## config.mk

```make
export PLATFORM = sky130hd
export DESIGN_NAME = dpram_rd_streamer_flat
export DESIGN_NICKNAME = d
export VERILOG_FILES = /design/src/rtl/dpram_rd_streamer_pkg.sv /design/src/rtl/dpram_rd_streamer_if.sv /design/src/rtl/dpram_rd_streamer_skidbuf.sv /design/src/rtl/dpram_rd_streamer.sv /design/src/flat_wrapper.sv
export SDC_FILE = /design/constraint.sdc
export NUM_CORES = 1
export LEC_CHECK = 0
export ABC_CLOCK_PERIOD_IN_PS = 7410
export CAP_MARGIN = 40
export CORE_MARGIN = 8
export CORE_UTILIZATION = 30
export CTS_CLUSTER_DIAMETER = 80
export DETAILED_ROUTE_END_ITERATION = 16
export HOLD_SLACK_MARGIN = 0.05
export PLACE_DENSITY = 0.48
export SETUP_SLACK_MARGIN = 0.3
export SYNTH_ARGS = -nofsm -noshare
export SYNTH_HDL_FRONTEND = slang
export SYNTH_SLANG_ARGS = --single-unit
```

## constraint.sdc

```tcl
create_clock -name clk -period 7.41 [get_ports clk]
set_clock_uncertainty 0.15 [all_clocks]
set_input_delay 1.1115 -clock clk [delete_from_list [all_inputs] [get_ports clk]]
set_output_delay 1.1115 -clock clk [all_outputs]
set_load 0.1 [all_outputs]
```

## src/rtl/dpram_rd_streamer_pkg.sv

```systemverilog
// Shared types and sizing for the dual-port RAM read streamer.
package dpram_rd_streamer_pkg;
    typedef enum logic [1:0] {
        ST_IDLE  = 2'd0,
        ST_ISSUE = 2'd1,
        ST_DRAIN = 2'd2
    } state_t;

    localparam int BUF_DEPTH = 4;
    localparam int CNT_W     = $clog2(BUF_DEPTH + 1);
endpackage

```

## src/rtl/dpram_rd_streamer_if.sv

```systemverilog
// Ready/valid word stream produced by the read streamer.
interface dpram_rd_streamer_if #(
    parameter int DATA_WIDTH = 4
);
    logic                  out_valid;
    logic                  out_ready;
    logic [DATA_WIDTH-1:0] out_data;
    logic                  out_last;

    modport master (output out_valid, out_data, out_last, input out_ready);
    modport slave  (input out_valid, out_data, out_last, output out_ready);
endinterface

```

## src/rtl/dpram_rd_streamer_skidbuf.sv

```systemverilog
// Small single-clock FIFO holding returned RAM words until the consumer takes them.
module dpram_rd_streamer_skidbuf
    import dpram_rd_streamer_pkg::*;
#(
    parameter int WIDTH = 5,
    parameter int DEPTH = BUF_DEPTH
) (
    input  logic                       clk,
    input  logic                       rst_n,
    input  logic                       flush,
    input  logic                       push,
    input  logic [WIDTH-1:0]           din,
    input  logic                       pop,
    output logic [WIDTH-1:0]           dout,
    output logic [$clog2(DEPTH+1)-1:0] count
);
    localparam int PW = $clog2(DEPTH);
    localparam int CW = $clog2(DEPTH + 1);

    logic [DEPTH-1:0][WIDTH-1:0] mem;
    logic [PW-1:0]               wr_ptr;
    logic [PW-1:0]               rd_ptr;

    assign dout = mem[rd_ptr];

    // Pointers wrap naturally: DEPTH is a power of two.
    always_ff @(posedge clk or negedge rst_n) begin
        if (!rst_n) begin
            mem    <= '0;
            wr_ptr <= '0;
            rd_ptr <= '0;
            count  <= '0;
        end else if (flush) begin
            wr_ptr <= '0;
            rd_ptr <= '0;
            count  <= '0;
        end else begin
            if (push) begin
                mem[wr_ptr] <= din;
                wr_ptr      <= wr_ptr + 1'b1;
            end
            if (pop)
                rd_ptr <= rd_ptr + 1'b1;
            count <= count + CW'(push) - CW'(pop);
        end
    end
endmodule

```

## src/rtl/dpram_rd_streamer.sv

```systemverilog
// Read-side master for the dual-port RAM: issues reads and streams words out with backpressure.
// Optional DPRAM_RD_ABORT_EN adds an abort input that flushes the command in progress.
module dpram_rd_streamer
    import dpram_rd_streamer_pkg::*;
#(
    parameter int ADDR_WIDTH = 4,
    parameter int DATA_WIDTH = 4
) (
    input  logic                  clk,
    input  logic                  rst_n,
    input  logic                  start,
    input  logic [ADDR_WIDTH-1:0] start_addr,
    input  logic [ADDR_WIDTH:0]   length,
    output logic                  busy,
    output logic                  done,
    output logic [ADDR_WIDTH-1:0] rdaddr,
    input  logic [DATA_WIDTH-1:0] rddata,
`ifdef DPRAM_RD_ABORT_EN
    input  logic                  abort,
`endif
    dpram_rd_streamer_if.master   strm
);
    localparam int LW = ADDR_WIDTH + 1;
    localparam int OW = CNT_W + 1;

    state_t                state;
    logic [ADDR_WIDTH-1:0] addr_q;
    logic [LW-1:0]         issue_left;
    logic [2:1]            vld_pipe;
    logic [2:1]            lst_pipe;
    logic [CNT_W-1:0]      buf_cnt;
    logic [DATA_WIDTH:0]   buf_dout;
    logic                  pop;
    logic                  accept;
    logic                  can_issue;
    logic                  abort_hit;

    assign strm.out_valid = (buf_cnt != '0);
    assign strm.out_data  = buf_dout[DATA_WIDTH-1:0];
    assign strm.out_last  = strm.out_valid & buf_dout[DATA_WIDTH];
    assign pop            = strm.out_valid & strm.out_ready;
    assign busy           = (state != ST_IDLE);
    assign accept         = (state == ST_IDLE) & start & (length != '0);

`ifdef DPRAM_RD_ABORT_EN
    assign abort_hit = abort & busy;
`else
    assign abort_hit = 1'b0;
`endif

    // Buffered plus in-flight words must stay below depth; a same-cycle pop frees one slot.
    assign can_issue = (OW'(buf_cnt) + OW'(vld_pipe[1]) + OW'(vld_pipe[2]))
                       < (OW'(BUF_DEPTH) + OW'(pop));

    dpram_rd_streamer_skidbuf #(
        .WIDTH (DATA_WIDTH + 1),
        .DEPTH (BUF_DEPTH)
    ) u_buf (
        .clk   (clk),
        .rst_n (rst_n),
        .flush (abort_hit),
        .push  (vld_pipe[2]),
        .din   ({lst_pipe[2], rddata}),
        .pop   (pop),
        .dout  (buf_dout),
        .count (buf_cnt)
    );

    always_ff @(posedge clk or negedge rst_n) begin
        if (!rst_n) begin
            state      <= ST_IDLE;
            addr_q     <= '0;
            issue_left <= '0;
            rdaddr     <= '0;
            vld_pipe   <= '0;
            lst_pipe   <= '0;
            done       <= 1'b0;
        end else begin
            done        <= 1'b0;
            vld_pipe[2] <= vld_pipe[1];
            lst_pipe[2] <= lst_pipe[1];
            vld_pipe[1] <= 1'b0;
            lst_pipe[1] <= 1'b0;
            if (abort_hit) begin
                state    <= ST_IDLE;
                vld_pipe <= '0;
                lst_pipe <= '0;
                done     <= 1'b1;
            end else begin
                case (state)
                    // The buffer is always empty here, so the first read issues with the start.
                    ST_IDLE: if (accept) begin
                        rdaddr      <= start_addr;
                        addr_q      <= start_addr + 1'b1;
                        issue_left  <= length - 1'b1;
                        vld_pipe[1] <= 1'b1;
                        lst_pipe[1] <= (length == LW'(1));
                        state       <= (length == LW'(1)) ? ST_DRAIN : ST_ISSUE;
                    end
                    ST_ISSUE: if (can_issue) begin
                        rdaddr      <= addr_q;
                        addr_q      <= addr_q + 1'b1;
                        issue_left  <= issue_left - 1'b1;
                        vld_pipe[1] <= 1'b1;
                        lst_pipe[1] <= (issue_left == LW'(1));
                        if (issue_left == LW'(1))
                            state <= ST_DRAIN;
                    end
                    ST_DRAIN: if (pop && strm.out_last) begin
                        state <= ST_IDLE;
                        done  <= 1'b1;
                    end
                    default: state <= ST_IDLE;
                endcase
            end
        end
    end
endmodule
```

## src/flat_wrapper.sv

```systemverilog
// flat-port wrapper written by rule: the top's interface ports become plain ports
module dpram_rd_streamer_flat import dpram_rd_streamer_pkg::*;
#(
    parameter int ADDR_WIDTH = 4,
    parameter int DATA_WIDTH = 4
)
  (clk, rst_n, start, start_addr, length, busy, done, rdaddr, rddata, strm_out_valid, strm_out_data, strm_out_last, strm_out_ready);
  dpram_rd_streamer_if #(.DATA_WIDTH(DATA_WIDTH)) strm_i ();
  input  logic clk;
  input  logic rst_n;
  input  logic start;
  input  logic [ADDR_WIDTH-1:0] start_addr;
  input  logic [ADDR_WIDTH:0] length;
  output logic busy;
  output logic done;
  output logic [ADDR_WIDTH-1:0] rdaddr;
  input  logic [DATA_WIDTH-1:0] rddata;
  output wire logic [$bits(strm_i.out_valid)-1:0] strm_out_valid;
  output wire logic [$bits(strm_i.out_data)-1:0] strm_out_data;
  output wire logic [$bits(strm_i.out_last)-1:0] strm_out_last;
  input wire logic [$bits(strm_i.out_ready)-1:0] strm_out_ready;
  assign strm_out_valid = strm_i.out_valid;
  assign strm_out_data = strm_i.out_data;
  assign strm_out_last = strm_i.out_last;
  assign strm_i.out_ready = strm_out_ready;
  dpram_rd_streamer #(.ADDR_WIDTH(ADDR_WIDTH), .DATA_WIDTH(DATA_WIDTH)) u_core (.clk(clk), .rst_n(rst_n), .start(start), .start_addr(start_addr), .length(length), .busy(busy), .done(done), .rdaddr(rdaddr), .rddata(rddata), .strm(strm_i));
endmodule
```

======== Word-level counts from Yosys, hierarchy flattened ========
Index checks and enable logic that the tools add are counted.
storage, ports and cells
  input port bits ......................... 17
  output and inout bits ................... 12
  register bits ........................... 47
  bits in latches ......................... 0
  word-level logic and storage cells ...... 78
  memory bits (writable) .................. 0
  memories ................................ 0
  ROM bits ................................ 0
cells by class
  bitwise logic cells ..................... 4
  equality and inequality tests ........... 8
  magnitude comparators ................... 4
  add/subtract/negate cells ............... 11
  multiply operators ...................... 0
  divide/modulo/power cells ............... 0
  shift operators ......................... 0
  multiplexer cells ....................... 28
  reduce and logical (&&, ||, !) cells .... 9
operator list
  kind                   number
  $bwmux W20             1
  $mux W5                4
  $mux W4                4
  $pmux W4 S2            2
  $bmux W5 S2            1
  $demux W5 S2           1
  $eq A5 B1 Y1 const B   2
  $mux W2                5
  $pmux W5 S2            1
  $sub A5 B1 Y5 const B  2
  $add A4 B1 Y4 const B  2
  $ne A2 B1 Y1 const B   4
  $lt A2 B3 Y1 const B   2
  $mux W1                6
  $pmux W2 S3            1
  $reduce_bool A5 Y1     1
  $add A2 B1 Y2 const B  2
  $add A3 B1 Y4          1
  $add A3 B1 Y4 const A  1
  $add A4 B1 Y4          1
  $and A1 B1 Y1          4
  $lt A4 B4 Y1           1
  $pmux W1 S2            2
  $reduce_and A4 Y1      1
  other kinds (10)       12

======== Logic depth before layout (Yosys ltp) ========
Gate-level depths: netlist of the first run.
  depth in word-level cells ............... 6
  gate-level depth with buffers ........... 12
  depth with buffers taken out ............ 9

======== Cells and area by module ========
Synthesis of the first run repeated with hierarchy kept, for this count alone.
second synthesis, totals
  cells, all modules ...................... 220
  area total of the unflattened synthesis .. 2652.5 um^2
by module, submodules not included
  module                     times used  sequential area each (um^2)  area each (um^2)  cells each
  dpram_rd_streamer_skidbuf  1           675.6                        1393.8            84
  dpram_rd_streamer          1           500.5                        1258.7            136

======== Least setup slack after synthesis of the first run ========
OpenSTA, ideal clock, no wires.
  path type ............................... register -> output
  start ................................... register u_core.u_buf.count[1]
  end ..................................... output strm_out_last
  required time ........................... 6.148 ns
  arrival time ............................ 1.800 ns
  slack ................................... 4.349 ns
  buffers on the path ..................... 1
  cell stages (with the launch flop) ...... 4
  path through ............................ dfrtp_1 or3_1 clkbuf_2 and2_1
between the ends
  cells in the longest elaborated chain, start to end .. 2
ends and longest elaborated chain
  what                      line                             text
  from (decl)               dpram_rd_streamer_skidbuf.sv:15  output logic [$clog2(DEPTH+1)-1:0] count
  from (signal assigned)    dpram_rd_streamer_skidbuf.sv:44  count <= count + CW'(push) - CW'(pop);
  $reduce_bool A3 Y1        dpram_rd_streamer.sv:38          assign strm.out_valid = (buf_cnt != '0);
  named net strm_out_valid  flat_wrapper.sv:18               output wire logic [$bits(strm_i.out_valid)-1:0] strm_out_valid;
  $and A1 B1 Y1             dpram_rd_streamer.sv:40          assign strm.out_last = strm.out_valid & buf_dout[DATA_WIDTH];
  to (decl)                 flat_wrapper.sv:20               output wire logic [$bits(strm_i.out_last)-1:0] strm_out_last;
The timed path passes the listed nets, and every way through them passes these cells.

======== Worst setup path in the final report of the first run ========
  start ................................... register u_core.u_buf.rd_ptr[0]
  end ..................................... output strm_out_last
between the ends
  cells in the longest elaborated chain, start to end .. 3
ends and longest elaborated chain
  what                           line                             text
  from (decl)                    dpram_rd_streamer_skidbuf.sv:22  logic [PW-1:0] rd_ptr;
  from (signal assigned)         dpram_rd_streamer_skidbuf.sv:43  rd_ptr <= rd_ptr + 1'b1;
  $bmux W5 S2                    dpram_rd_streamer_skidbuf.sv:24  assign dout = mem[rd_ptr];
  $mux W5 (implied by the code)  dpram_rd_streamer_skidbuf.sv:24
  $and A1 B1 Y1                  dpram_rd_streamer.sv:40
No other way between the ends. The select of a mux whose other input is x is not followed.

==> results of run 1 <==
layer usage:
metal  routed length (µm)  part of all wire (%)  vias up
met4                   78                   1.5        0
met1                 2410                    47      809
met3                  251                   4.9        9
met2                 2420                    47       40
met5                    0                     0        -
li1                     -                     -      809
kinds of logic (layout without fill, tap and decap cells):
group | after synthesis | in the layout | share of synthesized area (%)
XOR/XNOR | 8 | 8 | 2.81
AO/OA/AOI/OAI | 28 | 28 | 7.84
AND/OR/NAND/NOR | 47 | 47 | 10.7
flip-flops | 47 | 47 | 47.2
buffers and inverters | 26 | 67 | 4.32
adder cells (fa/ha/maj) | 16 | 16 | 8.64
multiplexers | 35 | 35 | 18.5
area by class of cell:
class,instances,share of cell area (%)
inverter,17,2.00
clock buffer,6,2.27
timing repair buffer,42,15.1
clock inverter,2,1.88
multi-input combinational,134,37.8
sequential,47,36.8
tap,105,4.11
cell usage in the layout (no fill, tap or decap), types with 2 or more instances in the layout:
cell type	instances
a21o_1	2
inv_1	16
nor3b_1	4
xnor2_1	4
o21ai_0	5
nor3_1	8
xor2_1	4
mux2_2	22
dfrtp_1	47
bufinv_16	2
nand2b_1	2
fa_1	2
nand3_1	4
a31oi_1	2
buf_8	12
a21oi_1	5
a211oi_1	2
clkdlybuf4s50_1	27
nand4_1	2
mux4_2	5
clkbuf_8	5
and2_1	2
mux2i_1	4
mux2_4	4
ha_1	14
a32oi_1	2
nand2_1	11
nor2_1	4
worst reg2reg max path, stage by stage (launching register included):
cell,delay (ns)
dfrtp_1,0.47
inv_1,0.12
fa_1,0.46
inv_1,0.07
ha_1,0.21
and3b_1,0.27
and4_1,0.39
nor2_4,0.08
inv_2,0.22
mux2_2,0.37
flip-flops by register name (all words and copies together), names as in the netlist:
signal               count
u_core.lst_pipe          2
u_core.u_buf.wr_ptr      2
u_core.addr_q            4
u_core.u_buf.count       3
u_core.done              1
u_core.state             2
u_core.u_buf.mem        20
u_core.issue_left        5
u_core.rdaddr            4
u_core.vld_pipe          2
u_core.u_buf.rd_ptr      2
final timing paths:
kind / slack (ns) / end / startpoint / depth (start not counted)
setup / recovery: 3.87 / strm_out_last / u_core.u_buf.rd_ptr[0] / 4
hold / removal: 0.20 / u_core.lst_pipe[2] / u_core.lst_pipe[1] / 0
setup reg to reg: 4.49 / u_core.rdaddr[3] / u_core.vld_pipe[2] / 9
hold reg to reg: 0.20 / u_core.lst_pipe[2] / u_core.lst_pipe[1] / 0
max in group asynchronous: 5.92 / u_core.u_buf.mem[12] / rst_n / 2
min in group asynchronous: 0.66 / u_core.u_buf.rd_ptr[0] / rst_n / 1
through the flow:
stage | cell area (µm²) | cells | util, % | hold slack (ns)
floorplan | 2490 | 207 | - | 0.181
global placement | 2860 | 332 | 35.2 | 0.183
detailed placement | 3060 | 345 | 37.6 | 0.189
CTS | 3190 | 353 | 39.3 | 0.205
global route | 3190 | 353 | 39.3 | 0.210
finish | 3190 | 353 | 39.3 | 0.204
==> impl_results.md, run 1 <==
- IO Count: 29
- Filler cells: 800
- Initial antenna violation count: 0
- Slew @ Worst Pin: 0.583 ns
- Minimum clock period: 3.54 ns
- Synth top area cells: dfrtp_1, mux2_2, ha_1, mux4_2, inv_1
- Most crowded layer after global routing: met2
- Core Area: 8130 µm²
- Max Fclk: 0.283 GHz
- Largest net degree at the start of global routing: 25
- Max-cap violation count: 0
- WP data arrival: 2.28 ns
- WP buf/inv: 2
- CTS tree: yes
- Pre-antenna DRT Iters: 4
- Cell taking the most area after synthesis: dfrtp_1
- FP Rows: 33
- Clock-pin slew on the worst setup and hold paths: 0.09 ns
- Final Max Slew Viols: 0
- Die width: 107 µm
- Number of clock sinks: 47
- Final worst-path cycle share: 47.8%
- Final setup fails: 0
- Status: completed
- Netlist Area Pre-Place: 2490 µm²
- CTS Buf Count: 5
- CP cell instances: mux4_2, and2_1, clkdlybuf4s50_1, buf_8
- Setup repair bufs after CTS: 0
- Tot GR Track Use: 9.55%
- GR Overflow Total: 0
- Die Area: 11500 µm²
- CP max-delay cell: dfrtp_1
- Avg Inst Size Synth: 12.0 µm²
- Fin. Hold Viols: 0
- Met3 usage: 2.76%
- Unrepaired setup endpoints after global routing: false
- WL/cell: 14.6 µm
- Number of routed nets with antenna violations: 0
- Clock Path Buffers: 2
- Setup CP Type: register to output port
- Number of synthesized flops with an enable pin: 0
- Share of post-route cells with drive strength above 1: 24.2%
- Slew HR: 61.1%
- Total negative slack: 0 ns
- Max H-tree Level: 2
- Starting Density: 30.6%
- Vias in the first global route: 1788
- Multi-input gate area: 1210 µm²
- First-pass GRT wire length: 8.85 mm
- Fin worst setup slack: 3.87 ns
- Maximum fanout along the worst path: 7
- Root buf cell: clkbuf_8
- Routed WL: 5.16 mm
- CP endpoint kind: output port
- Syn_nets: 240
- Cell count after synthesis: 207
- Startpoint types: register
- Fin nets: 280
- Die H: 107 µm
- Worst-Skew Late Latency: 0.30 ns
- Via density per instance: 4.72
- Synthesis-stage register bit count: 47
- Placer Congestion: 0.814
- Total area of sequential cells: 1180 µm²
- Asr flop ratio synth: 100%
- 1st-iter DRT viols: 42
- Area grow syn2layout: 28.2%
- Count of cell types in the netlist: 50
- Hold_buf cts: 0
- I/O Buffers: 28
- Top post-synthesis cells by count: dfrtp_1, mux2_2, inv_1, ha_1, nand2_1
- Min-Delay Path Class: register to register
- Met2 Use GR: 15.6%
- CP Data Required Time: 6.15 ns
- Seq/Total Area, Yosys: 47.2%
- Synth Warn #: 0
- CP max stage delay: 0.61 ns
- Vias: 1667
- Remaining DRCs: 0
- Pre-CTS WS: 3.90 ns
- Routing usage on met1: 11.8%
- Post_cts resized: 0
- CP top delay family: buffers and inverters
- Post-synth top area share: 47.2%
- Top FF cell, synth: dfrtp_1
- Hpwl dp: 3.89 mm
- Top-count cell post-synth: dfrtp_1
- Antenna diodes: 0
Power of run 1 is not shown: default switching activity piles up to over one toggle a cycle in this logic, so the estimate is an artifact.
==> run 2: changes to the inputs <==
- ABC_CLOCK_PERIOD_IN_PS: 7410 -> 3700
- clock period: 7.41 -> 3.7 ns (I/O delays scaled with it)
==> impl_results.md, run 2 (synthesis gave the netlist of run 1 again) <==
- Biggest register: u_core.u_buf.mem
- Setup repair bufs after CTS: 0
- Status: completed
- Hpwl dp: 3.88 mm
- Commonest non-fill, non-tap cell in the layout: dfrtp_1
- FP Rows: 33
- Starting Density: 30.6%
- Routed WL: 5.17 mm
- Die width: 107 µm
- Clock-pin slew on the worst setup and hold paths: 0.09 ns
- Largest register FFs: 20
- CP endpoint kind: register
- Setup CP Type: register to register
- Area grow syn2layout: 23.4%
- Slew HR: 64.0%
- Remaining DRCs: 0
- 1st-iter DRT viols: 42
- CP Data Required Time: 3.74 ns
- Antenna diodes: 0
- Final setup fails: 0
- Final worst-path cycle share: 78.0%
- IO Count: 29
- CTS tree: yes
- Worst-Skew Late Latency: 0.30 ns
- Max-cap violation count: 0
- WP data arrival: 2.93 ns
- Pre-antenna DRT Iters: 4
- Minimum clock period: 2.89 ns
- Via density per instance: 4.58
- Maximum fanout along the worst path: 11
- Slew @ Worst Pin: 0.540 ns
- Number of clock sinks: 47
- First-pass GRT wire length: 9.08 mm
- Startpoint types: register
- Final Max Slew Viols: 0
- I/O Buffers: 28
- WL/cell: 14.9 µm
- Share of post-route cells with drive strength above 1: 25.1%
- Vias: 1594
- WHS: 0.0706 ns
- Tot GR Track Use: 9.86%
- Clock Path Buffers: 2
- Fin. Hold Viols: 0
- Initial antenna violation count: 0
- CTS Buf Count: 5
- Commonest cells after routing, fill and taps aside: dfrtp_1, mux2_2, clkdlybuf4s50_1
- GR Overflow Total: 0
- Fin worst setup slack: 0.814 ns
- Die H: 107 µm
- Die Area: 11500 µm²
- Root buf cell: clkbuf_8
- Placer Congestion: 0.811
- Core Area: 8130 µm²
- Post_cts resized: 0
- Largest net degree at the start of global routing: 26
- Pre-CTS WS: 0.780 ns
- Util after Layout: 37.8%
- Filler cells: 789
- Number of routed nets with antenna violations: 0
- Vias in the first global route: 1789
- Hold_buf cts: 0
- Total negative slack: 0 ns
- Regs by FF count: u_core.u_buf.mem (20), u_core.issue_left (5)
- Worst R2R Setup Slack: 0.81 ns
- Unrepaired setup endpoints after global routing: false
- Fin nets: 275
- Max Fclk: 0.346 GHz
- Min-Delay Path Class: input port to async pin
- Max H-tree Level: 2
==> run 2: cell count changes in the layout (fill, tap and decap cells not counted), sizes merged <==
cell and delta:
clkinv +1, clkdlybuf4s50 -5, clkinvlp +1, bufinv -2
==> run 2: final cells by class <==
type / count / area (µm²) / area share (%)
multi-input cells: 134 / 1210 / 39.3
clock buffers: 6 / 82.6 / 2.69
well taps: 105 / 131 / 4.28
flip-flops and latches: 47 / 1180 / 38.3
repair buffers: 37 / 395 / 12.9
clock inverters: 2 / 16.3 / 0.529
inverters: 17 / 63.8 / 2.08
==> run 2: critical path: stages, from the launching register on <==
cell and delay, ns:
dfrtp_1 0.49, inv_1 0.12, fa_1 0.44, inv_1 0.07, ha_1 0.21, and3b_1 0.28
and4_1 0.37, nor2_4 0.08, inv_2 0.21, mux2_2 0.36
==> run 2: final timing paths <==
check,startpoint,endpoint,cells past startpoint
setup / recovery,u_core.vld_pipe[2],u_core.rdaddr[3],9
hold / removal,rst_n,u_core.u_buf.mem[3],1
setup reg to reg,u_core.vld_pipe[2],u_core.rdaddr[3],9
hold reg to reg,u_core.lst_pipe[1],u_core.lst_pipe[2],0
max in group asynchronous,rst_n,u_core.rdaddr[3],2
min in group clk,u_core.lst_pipe[1],u_core.lst_pipe[2],0
==> run 2: metrics by stage <==
step / std cells / area (µm²)
after floorplan: 207 / 2490
after global placement: 332 / 2850
after detailed placement: 340 / 2970
after CTS: 348 / 3070
after global routing: 348 / 3070
final: 348 / 3070
==> run 2: per-layer routing <==
layer / GRT usage (%) / up-vias / part of all wire, % / wire [µm]
met3: 2.76 / 6 / 4.3 / 220
met2: 16.0 / 29 / 49 / 2530
li1: - / 804 / - / -
met4: 3.12 / 0 / 0.77 / 40
met5: 0 / - / 0 / 0
met1: 12.3 / 755 / 46 / 2380
Power of run 2 is left out for the same reason.
